==> config.mk <==
export PLATFORM = sky130hd
export DESIGN_NAME = store_write_buffer_flat
export DESIGN_NICKNAME = d
export VERILOG_FILES = /design/src/rtl/store_write_buffer_if.sv /design/src/rtl/store_write_buffer.sv /design/src/flat_wrapper.sv
export SDC_FILE = /design/constraint.sdc
export NUM_CORES = 1
export LEC_CHECK = 0
export ABC_AREA = 1
export CAP_MARGIN = 5
export CORE_ASPECT_RATIO = 1.5
export CORE_MARGIN = 2
export CORE_UTILIZATION = 50
export CTS_BUF_LIST = sky130_fd_sc_hd__clkbuf_4 sky130_fd_sc_hd__clkbuf_8
export CTS_CLUSTER_DIAMETER = 30
export DETAILED_ROUTE_END_ITERATION = 12
export PLACE_DENSITY = 0.68
export SLEW_MARGIN = 20
export SYNTH_ARGS = -nofsm -noshare
export SYNTH_HDL_FRONTEND = slang
export SYNTH_SLANG_ARGS = --single-unit
export TNS_END_PERCENT = 20
==> constraint.sdc <==
create_clock -name i_clk -period 3.9 [get_ports i_clk]
set_input_delay 0.78 -clock i_clk [delete_from_list [all_inputs] [get_ports i_clk]]
set_output_delay 0.78 -clock i_clk [all_outputs]
set_load 0.02 [all_outputs]
==> src/rtl/store_write_buffer_if.sv <==
// Bundle of store, load-forwarding and memory-drain signals for the store write buffer.
// The buffer takes the slave view; the pipeline/memory side takes the master view.
interface store_write_buffer_if #(
    parameter int DEPTH = 4,
    parameter int AW    = 16,
    parameter int DW    = 16
);
    localparam int CW = $clog2(DEPTH) + 1;

    logic          st_valid;
    logic [AW-1:0] st_addr;
    logic [DW-1:0] st_data;
    logic          st_ready;
    logic          stall;
    logic          ld_valid;
    logic [AW-1:0] ld_addr;
    logic          ld_hit;
    logic [DW-1:0] ld_data;
    logic          mem_req;
    logic [AW-1:0] mem_addr;
    logic [DW-1:0] mem_data;
    logic          mem_ack;
    logic          empty;
    logic [CW-1:0] count;

    modport master (
        output st_valid, st_addr, st_data, ld_valid, ld_addr, mem_ack,
        input  st_ready, stall, ld_hit, ld_data, mem_req, mem_addr, mem_data, empty, count
    );

    modport slave (
        input  st_valid, st_addr, st_data, ld_valid, ld_addr, mem_ack,
        output st_ready, stall, ld_hit, ld_data, mem_req, mem_addr, mem_data, empty, count
    );
endinterface

==> src/rtl/store_write_buffer.sv <==
// FIFO store buffer between the MR stage and the data memory write port, draining under
// a req/ack handshake and forwarding the youngest matching pending store to loads.
module store_write_buffer #(
    parameter int DEPTH = 4,
    parameter int AW    = 16,
    parameter int DW    = 16
) (
    input  logic                 i_clk,
    input  logic                 i_rst,
    store_write_buffer_if.slave  bus
);
    localparam int PW = $clog2(DEPTH);
    localparam int CW = PW + 1;

    logic [DEPTH-1:0] r_valid;
    logic [AW-1:0]    r_addr [DEPTH];
    logic [DW-1:0]    r_data [DEPTH];
    logic [PW-1:0]    r_wr_ptr;
    logic [PW-1:0]    r_rd_ptr;
    logic [CW-1:0]    r_count;

    logic          w_full;
    logic          w_push;
    logic          w_pop;
    logic          w_mem_req;
    logic          w_ld_hit;
    logic [DW-1:0] w_ld_data;
    logic [PW-1:0] w_idx;

    // Readiness comes from state alone so it never depends on mem_ack in the same cycle.
    assign w_full    = (r_count == CW'(DEPTH));
    assign w_push    = bus.st_valid && !w_full;
    assign w_mem_req = r_valid[r_rd_ptr];
    assign w_pop     = w_mem_req && bus.mem_ack;

    assign bus.st_ready = !w_full;
    assign bus.stall    = bus.st_valid && w_full;
    assign bus.mem_req  = w_mem_req;
    assign bus.mem_addr = w_mem_req ? r_addr[r_rd_ptr] : '0;
    assign bus.mem_data = w_mem_req ? r_data[r_rd_ptr] : '0;
    assign bus.empty    = (r_count == '0);
    assign bus.count    = r_count;
    assign bus.ld_hit   = w_ld_hit;
    assign bus.ld_data  = w_ld_data;

    // Scan oldest to youngest starting at wr_ptr so the last match is the youngest, across wrap.
    always_comb begin
        w_ld_hit  = 1'b0;
        w_ld_data = '0;
        w_idx     = '0;
        for (int k = 0; k < DEPTH; k++) begin
            w_idx = r_wr_ptr + PW'(k);
            if (bus.ld_valid && r_valid[w_idx] && (r_addr[w_idx] == bus.ld_addr)) begin
                w_ld_hit  = 1'b1;
                w_ld_data = r_data[w_idx];
            end
        end
    end

    always_ff @(posedge i_clk) begin
        if (i_rst) begin
            r_valid  <= '0;
            r_wr_ptr <= '0;
            r_rd_ptr <= '0;
            r_count  <= '0;
        end else begin
            if (w_push) begin
                r_valid[r_wr_ptr] <= 1'b1;
                r_wr_ptr          <= r_wr_ptr + 1'b1;
            end
            if (w_pop) begin
                r_valid[r_rd_ptr] <= 1'b0;
                r_rd_ptr          <= r_rd_ptr + 1'b1;
            end
            case ({w_push, w_pop})
                2'b10:   r_count <= r_count + 1'b1;
                2'b01:   r_count <= r_count - 1'b1;
                default: r_count <= r_count;
            endcase
        end
    end

    // Payload needs no reset; it is only observed through a set valid bit.
    always_ff @(posedge i_clk) begin
        if (w_push) begin
            r_addr[r_wr_ptr] <= bus.st_addr;
            r_data[r_wr_ptr] <= bus.st_data;
        end
    end
endmodule

==> src/flat_wrapper.sv <==
// flat-port wrapper written by rule: the top's interface ports become plain ports
module store_write_buffer_flat 
#(
    parameter int DEPTH = 4,
    parameter int AW    = 16,
    parameter int DW    = 16
)
  (i_clk, i_rst, bus_st_valid, bus_st_addr, bus_st_data, bus_ld_valid, bus_ld_addr, bus_mem_ack, bus_st_ready, bus_stall, bus_ld_hit, bus_ld_data, bus_mem_req, bus_mem_addr, bus_mem_data, bus_empty, bus_count);
  store_write_buffer_if #(.DEPTH(DEPTH), .AW(AW), .DW(DW)) bus_i ();
  input  logic i_clk;
  input  logic i_rst;
  input wire logic [$bits(bus_i.st_valid)-1:0] bus_st_valid;
  input wire logic [$bits(bus_i.st_addr)-1:0] bus_st_addr;
  input wire logic [$bits(bus_i.st_data)-1:0] bus_st_data;
  input wire logic [$bits(bus_i.ld_valid)-1:0] bus_ld_valid;
  input wire logic [$bits(bus_i.ld_addr)-1:0] bus_ld_addr;
  input wire logic [$bits(bus_i.mem_ack)-1:0] bus_mem_ack;
  output wire logic [$bits(bus_i.st_ready)-1:0] bus_st_ready;
  output wire logic [$bits(bus_i.stall)-1:0] bus_stall;
  output wire logic [$bits(bus_i.ld_hit)-1:0] bus_ld_hit;
  output wire logic [$bits(bus_i.ld_data)-1:0] bus_ld_data;
  output wire logic [$bits(bus_i.mem_req)-1:0] bus_mem_req;
  output wire logic [$bits(bus_i.mem_addr)-1:0] bus_mem_addr;
  output wire logic [$bits(bus_i.mem_data)-1:0] bus_mem_data;
  output wire logic [$bits(bus_i.empty)-1:0] bus_empty;
  output wire logic [$bits(bus_i.count)-1:0] bus_count;
  assign bus_i.st_valid = bus_st_valid;
  assign bus_i.st_addr = bus_st_addr;
  assign bus_i.st_data = bus_st_data;
  assign bus_i.ld_valid = bus_ld_valid;
  assign bus_i.ld_addr = bus_ld_addr;
  assign bus_i.mem_ack = bus_mem_ack;
  assign bus_st_ready = bus_i.st_ready;
  assign bus_stall = bus_i.stall;
  assign bus_ld_hit = bus_i.ld_hit;
  assign bus_ld_data = bus_i.ld_data;
  assign bus_mem_req = bus_i.mem_req;
  assign bus_mem_addr = bus_i.mem_addr;
  assign bus_mem_data = bus_i.mem_data;
  assign bus_empty = bus_i.empty;
  assign bus_count = bus_i.count;
  store_write_buffer #(.DEPTH(DEPTH), .AW(AW), .DW(DW)) u_core (.i_clk(i_clk), .i_rst(i_rst), .bus(bus_i));
endmodule
==> results of run 1 <==
[per-layer routing]
layer | vias up | global-route usage, % | share of wire, %
met5 | - | 0 | 0
met4 | 0 | 15.0 | 4.3
met3 | 117 | 4.62 | 6.8
met2 | 551 | 55.4 | 51
met1 | 5372 | 35.7 | 38
li1 | 5674 | - | -
[registers in the layout (all words and copies together) (netlist names), named ones only]
name,flops
u_core.bus.count,3
u_core.r_addr,64
u_core.r_data,64
u_core.r_rd_ptr,2
u_core.r_valid,4
u_core.r_wr_ptr,2
[per-stage QoR]
stage	std cells	utilization, %	hold WS (ns)
6_report	2029	62.5	0.503
3_5_place_dp	1983	58.4	0.495
3_3_place_gp	1983	58.4	0.491
4_1_cts	2015	60.5	0.508
2_1_floorplan	1632	-	0.466
5_1_grt	2029	62.5	0.563
[synthesized netlist by cell type]
library cell,count,share of area [%]
nand2_1,532,18
o21ai_0,215,9.9
nand3_1,145,6.7
nor2_1,141,4.9
a21oi_1,135,6.2
edfxtp_1,128,35
inv_1,110,3.8
clkbuf_1,46,1.6
buf_2,30,1.4
o21ai_1,19,0.88
nand4_1,17,0.98
dfxtp_1,15,2.8
xor2_1,14,1.1
buf_4,13,0.90
o211ai_1,12,0.83
o22ai_1,11,0.63
buf_1,9,0.31
ha_1,9,1.0
nor2_2,5,0.29
buf_6,4,0.42
inv_2,4,0.14
a221oi_1,3,0.24
clkinv_1,3,0.10
nor2_4,3,0.31
nor3_1,3,0.14
nand3_2,2,0.18
and2_0,1,0.058
and2_1,1,0.058
fa_1,1,0.18
nand3b_1,1,0.069
[critical path, stage by stage (launching register included)]
cell	delay [ns]
dfxtp_4	0.40
inv_8	0.05
ha_4	0.31
buf_12	0.12
buf_16	0.15
nand3_1	0.09
nand2_1	0.11
o21ai_1	0.08
nor3_2	0.24
nand3_1	0.15
nor2_4	0.29
inv_6	0.13
buf_4	0.16
nor2_1	0.15
a21oi_2	0.06
buf_4	0.16
[final cells by class]
| type | instances | area share [%] |
|---|---|---|
| timing repair buffer | 196 | 15.8 |
| inverter | 117 | 3.43 |
| clock inverter | 14 | 1.61 |
| clock buffer | 17 | 1.74 |
| multi-input combinational | 1270 | 43.9 |
| sequential | 143 | 30.9 |
| tap | 272 | 2.54 |
[kinds of logic after synthesis]
| logic type | synth area share, % |
|---|---|
| AOI/OAI and AO/OA | 18.7 |
| xor gates and xnor gates | 1.13 |
| adders and majority gates | 1.22 |
| buffers and inverters | 8.65 |
| DFF | 38.2 |
| and+or+nand+nor | 32.1 |
[worst min path at each step]
stage / startpoint / to
floorplan: u_core.r_valid[0]$_SDFF_PP0_ / u_core.r_valid[0]$_SDFF_PP0_
global placement: u_core.bus.count[2]$_SDFFE_PP0P_ / u_core.bus.count[2]$_SDFFE_PP0P_
detailed placement: u_core.bus.count[2]$_SDFFE_PP0P_ / u_core.bus.count[2]$_SDFFE_PP0P_
CTS: u_core.bus.count[2]$_SDFFE_PP0P_ / u_core.bus.count[2]$_SDFFE_PP0P_
global route: u_core.bus.count[2]$_SDFFE_PP0P_ / u_core.bus.count[2]$_SDFFE_PP0P_
finish: u_core.bus.count[2]$_SDFFE_PP0P_ / u_core.bus.count[2]$_SDFFE_PP0P_
[report_power, final]
group	internal, mW	switching [mW]	total, mW
Sequential	1.77	0.0746	1.85
Combinational	0.795	1.35	2.14
Clock	0.757	0.595	1.35
[layout by cell type, fill, tap and decap left out, types with 19 or more instances in the layout]
cell type and n:
nand2_1 527, o21ai_0 213, nand3_1 140, nor2_1 134, edfxtp_1 128, a21oi_1 123
inv_1 109, clkdlybuf4s50_1 91, buf_4 66, o21ai_1 19
[what timing repair did]
item	CTS	global route
gates resized for setup	71	72
cloned	1	7
setup endpoints to repair	17	34
pin swaps	3	28
setup buffers	0	7
==> flow_metrics.py, run 1 <==
metrics = {
    "floorplan": {
        "fp.dieW_um": 124,
        "std_cell_rows": 66,
        "top_level_ports": 109,
        "core_area_mm2": 0.0215,
        "fp.dieH_um": 184,
        "die_area_mm2": 0.0229,
        "initial_utilization_pct": 50.5,
    },
    "logic_synthesis": {
        "synth_seq_cells": 143,
        "synth_nets": 1695,
        "synth_cells": 1632,
        "synth-seq-area-share_pct": 38.2,
        "syn-cell-area_mm2": 0.0108,
        "syn_area_per_cell_um2": 6.65,
        "yosysWarnings": 0,
        "synth.distinct_cells": 30,
    },
    "global_route": {
        "grt_pass1_vias": 10792,
        "grt_remaining_overflow": 0,
        "grt_pass1_wl_mm": 55.5,
        "grtUsageTotal_pct": 30.8,
        "antenna_found_initial": 0,
        "grt_max_degree": 89,
    },
    "sta": {
        "fmax_mhz": 254,
        "drv_slew": 0,
        "fin_skew_ns": 0.00994,
        "slew_headroom_pct": 65.0,
        "setup_violations": 1,
        "hold_viol": 0,
        "setup_ws_ns": -0.0398,
        "fin_crit_sh_pct": 101,
        "tns_ns": -0.0398,
        "worstMarginPinSlew_ns": 0.525,
        "post-route-min-period_ns": 3.94,
        "rsz0062_at_grt": "true",
    },
    "clock_network": {
        "clk_pin_slew_ns": 0.08,
        "hold_buffers": 0,
        "cts_buffers": 17,
        "htreeDepth": 4,
        "clk_latency_ns": 0.48,
        "cts_max_path_buffers": 2,
        "clock-sinks": 143,
        "cts_tree": "done",
        "clockRootBuffer": "clkbuf_8",
    },
    "routing": {
        "via_count": 11714,
        "drt_iter0_markers": 1143,
        "first_pass_iters": 8,
        "antenna_left": 0,
        "vias_per_cell": 5.77,
        "drc_errors": 0,
        "routed_wl_mm": 37.2,
        "wire_per_inst_um": 18.3,
    },
    "power": {
        "total_leakage_power_nw": 5.80,
        "power_density_mw_per_mm2": 398,
        "finalPower_mw": 5.34,
        "ir_drop_mv": 0.309,
    },
    "cells_and_area": {
        "finish.instance_area_mm2": 0.0134,
        "drive_gt1_share_pct": 10.7,
        "finalNetCount": 1808,
        "syn2layout_area_growth_pct": 23.7,
        "regArea_mm2": 0.00415,
        "n_fill_cell": 1989,
        "multi_input_area_mm2": 0.00590,
        "antenna_cells": 0,
    },
    "critical_path": {
        "critPathMaxFanout": 17,
        "rr_endpoint": "u_core.bus.count[1]$_SDFFE_PP0P_",
        "worstPathArrival_ns": 3.16,
        "crit_required_ns": 3.12,
        "endpoint": "bus_ld_data[2]",
        "startpoint_type": "register",
        "r2r_cells": 14,
        "crit_start": "u_core.r_wr_ptr[0]$_SDFFE_PP0P_",
        "reg2reg_from": "u_core.r_rd_ptr[1]$_SDFFE_PP0P_",
        "crit_type": "reg2out",
        "endpoint_kind": "output pin",
        "reg2reg_slack_ns": 1.00,
    },
    "hold_path": {
        "hold_path.class": "reg2reg",
        "worstHoldPathCells": 2,
    },
    "status": {
        "status": "finished with violations",
        "violations": "setup timing",
    },
    "placement": {
        "placed_cell_area_mm2": 0.0125,
        "gp_congestion": 0.945,
        "dp_hpwl_mm": 23.9,
        "portBuffers": 108,
        "pre_cts_ws_ns": -0.165,
    },
    "run": {
        "drv_cap": 0,
    },
}
No activity file was read; power rests on OpenSTA's default activity.
==> inputs of run 2 (changes only) <==
--- a/config.mk
+++ b/config.mk
@@ -8,7 +8,7 @@
 export ABC_AREA = 1
 export CAP_MARGIN = 5
 export CORE_ASPECT_RATIO = 1.5
-export CORE_MARGIN = 2
+export CORE_MARGIN = 5
 export CORE_UTILIZATION = 50
 export CTS_BUF_LIST = sky130_fd_sc_hd__clkbuf_4 sky130_fd_sc_hd__clkbuf_8
 export CTS_CLUSTER_DIAMETER = 30
==> constraint.sdc (replaced) <==
create_clock -name i_clk -period 4.2 [get_ports i_clk]
set_input_delay 0.84 -clock i_clk [delete_from_list [all_inputs] [get_ports i_clk]]
set_output_delay 0.84 -clock i_clk [all_outputs]
set_load 0.02 [all_outputs]
==> run 2 against run 1 <==
First-iteration DRC count is 10% higher. Worst setup slack improved by 0.12 ns. The flow now finishes without violations. Combinational power decreased by 14%. Die area up 8.2%. Critical path depth is the same. Clock skew increased by 0.00090 ns.
==> flow_metrics.py, run 2 (synthesis gave the netlist of run 1 again) <==
metrics = {
    "floorplan": {
        "top_level_ports": 109,
        "fp.dieW_um": 130,
        "fp.dieH_um": 190,
        "std_cell_rows": 66,
        "initial_utilization_pct": 50.3,
        "die_area_mm2": 0.0248,
        "core_area_mm2": 0.0216,
    },
    "critical_path": {
        "worstPathArrival_ns": 3.28,
        "cp.buffers_inverters": 4,
        "startpoint_type": "register",
        "cpMostUsedCell": "nand2_1",
        "crit_start": "u_core.r_wr_ptr[0]$_SDFFE_PP0P_",
        "critPathMaxFanout": 36,
        "crit_family": "simple AND/OR/NAND/NOR gates",
        "cp_slowest_cell": "dfxtp_4",
        "path_cells": "inv_2, ha_2, buf_8, nand3_1, nand3_1, nand2_1, nor2_1, nand2_1, nor2_1, nand3_2, buf_12, nand2_1, nand2_1, a21oi_1, clkdlybuf4s15_1",
        "reg2reg_from": "u_core.r_rd_ptr[1]$_SDFFE_PP0P_",
        "crit_required_ns": 3.36,
        "slowest_delay_ns": 0.40,
        "endpoint_kind": "output pin",
        "crit_type": "reg2out",
    },
    "sta": {
        "fmax_mhz": 243,
        "worstMarginPinSlew_ns": 0.842,
        "tns_ns": 0,
        "setup_ws_ns": 0.0808,
        "post-route-min-period_ns": 4.12,
        "drv_slew": 0,
        "slew_headroom_pct": 43.6,
        "setup_violations": 0,
        "fin_skew_ns": 0.0108,
        "fin_crit_sh_pct": 98.1,
        "rsz0062_at_grt": "true",
        "hold_viol": 0,
    },
    "routing": {
        "wire_per_inst_um": 18.5,
        "first_pass_iters": 8,
        "drc_errors": 0,
        "via_count": 11540,
        "routed_wl_mm": 36.7,
        "vias_per_cell": 5.80,
        "drt_iter0_markers": 1263,
        "antenna_left": 0,
    },
    "global_route": {
        "grt_pass1_wl_mm": 56.6,
        "grt_pass1_vias": 10995,
        "grt_max_degree": 107,
        "antenna_found_initial": 1,
        "grtUsageTotal_pct": 29.8,
        "grt_remaining_overflow": 0,
    },
    "cells_and_area": {
        "finalNetCount": 1768,
        "syn2layout_area_growth_pct": 16.9,
        "n_fill_cell": 2051,
        "final_cell_mix": "nand2_1, o21ai_0, nand3_1",
        "top_regs": "u_core.r_addr (64), u_core.r_data (64), u_core.r_valid (4)",
        "regArea_mm2": 0.00415,
        "final_common_cell": "nand2_1",
        "drive_gt1_share_pct": 6.75,
        "multi_input_area_mm2": 0.00578,
    },
    "clock_network": {
        "clock-sinks": 143,
        "htreeDepth": 4,
        "cts_buffers": 17,
        "cts_max_path_buffers": 2,
        "cts_tree": "done",
        "clk_pin_slew_ns": 0.09,
        "clk_latency_ns": 0.47,
        "clockRootBuffer": "clkbuf_8",
        "hold_buffers": 0,
        "post_cts_buffers": 0,
    },
    "placement": {
        "dp_hpwl_mm": 23.6,
        "pre_cts_ws_ns": 0.0102,
        "gp_congestion": 0.999,
        "portBuffers": 108,
    },
    "power": {
        "ir_drop_mv": 0.263,
        "total_leakage_power_nw": 5.48,
        "finalPower_mw": 4.60,
        "power_density_mw_per_mm2": 363,
    },
    "hold_path": {
        "hold_path.class": "reg2reg",
        "hp-start": "u_core.bus.count[2]$_SDFFE_PP0P_",
    },
    "run": {
        "drv_cap": 0,
    },
    "status": {
        "status": "completed",
    },
}
-- run 2: changes by cell type in the layout (fill, tap and decap cells not counted), sizes merged --
cell | before | now
clkinvlp | 4 | 3
diode | 0 | 1
clkinv | 7 | 8
inv | 115 | 121
dlygate4sd2 | 0 | 1
bufinv | 5 | 0
clkbuf | 25 | 30
clkdlybuf4s15 | 0 | 1
bufbuf | 0 | 1
buf | 97 | 49
-- run 2: path summary, 6_finish.rpt --
path	slack (ns)	endpoint	depth (start not counted)
worst max-delay path	0.08	bus_ld_data[14]	15
worst min-delay path	0.52	u_core.bus.count[2]$_SDFFE_PP0P_	2
worst max register to register	0.97	u_core.bus.count[1]$_SDFFE_PP0P_	14
worst min register to register	0.52	u_core.bus.count[2]$_SDFFE_PP0P_	2
-- run 2: where the power goes --
part | switching (mW) | total [mW] | leakage (nW) | internal, mW
Clock | 0.612 | 1.04 | 0.176 | 0.424
Sequential | 0.0664 | 1.71 | 1.30 | 1.64
Combinational | 1.21 | 1.85 | 4.01 | 0.640
-- run 2: worst reg2reg max path: cells and delay by family (launching register included) --
family,cells,cell delay (ns)
flip-flops,1,0.40
AND/OR/NAND/NOR,4,0.41
AO/OA/AOI/OAI,3,0.28
adder cells (fa/ha/maj),2,0.63
buffers and inverters,5,1.46
-- run 2: repair_timing --
item | CTS | global route
endpoints found under the setup margin | 17 | 16
resized for setup | 22 | 33
cloned | 1 | 0
-- run 2: layout make-up --
| type | instances | share of cell area (%) |
|---|---|---|
| tap | 272 | 2.68 |
| sequential | 143 | 32.7 |
| multi-input combinational | 1270 | 45.6 |
| timing repair buffer | 156 | 12.7 |
| inverter | 117 | 3.48 |
| clock inverter | 15 | 0.997 |
| clock buffer | 17 | 1.85 |
| antenna | 1 | 0.0197 |
-- run 2: per-stage QoR --
stage                     std cells  utilization (%)  hold WS [ns]  instance area [um^2]
after CTS                      1990             59.1         0.518                 12700
final                          1991             58.8         0.516                 12700
after global routing           1990             58.8         0.546                 12700
after floorplan                1632                -         0.466                 10800
after global placement         1957             57.3         0.495                 12300
after detailed placement       1957             57.3         0.506                 12300
-- run 2: metal layers --
metal	wire, um	global-route usage (%)	vias to the layer above
met5	11	0	-
met1	13900	33.3	5291
li1	-	-	5605
met4	2020	17.7	2
met3	2260	5.13	135
met2	18600	52.0	507
==> inputs of run 3 (changes only) <==
--- a/config.mk
+++ b/config.mk
@@ -12,7 +12,9 @@
 export CORE_UTILIZATION = 50
 export CTS_BUF_LIST = sky130_fd_sc_hd__clkbuf_4 sky130_fd_sc_hd__clkbuf_8
 export CTS_CLUSTER_DIAMETER = 30
+export CTS_CLUSTER_SIZE = 14
 export DETAILED_ROUTE_END_ITERATION = 12
+export HOLD_SLACK_MARGIN = 0.03
 export PLACE_DENSITY = 0.68
 export SLEW_MARGIN = 20
 export SYNTH_ARGS = -nofsm -noshare
==> results of run 3 <==
Same layout as run 2: the final DEF is identical, and so are final timing and power.
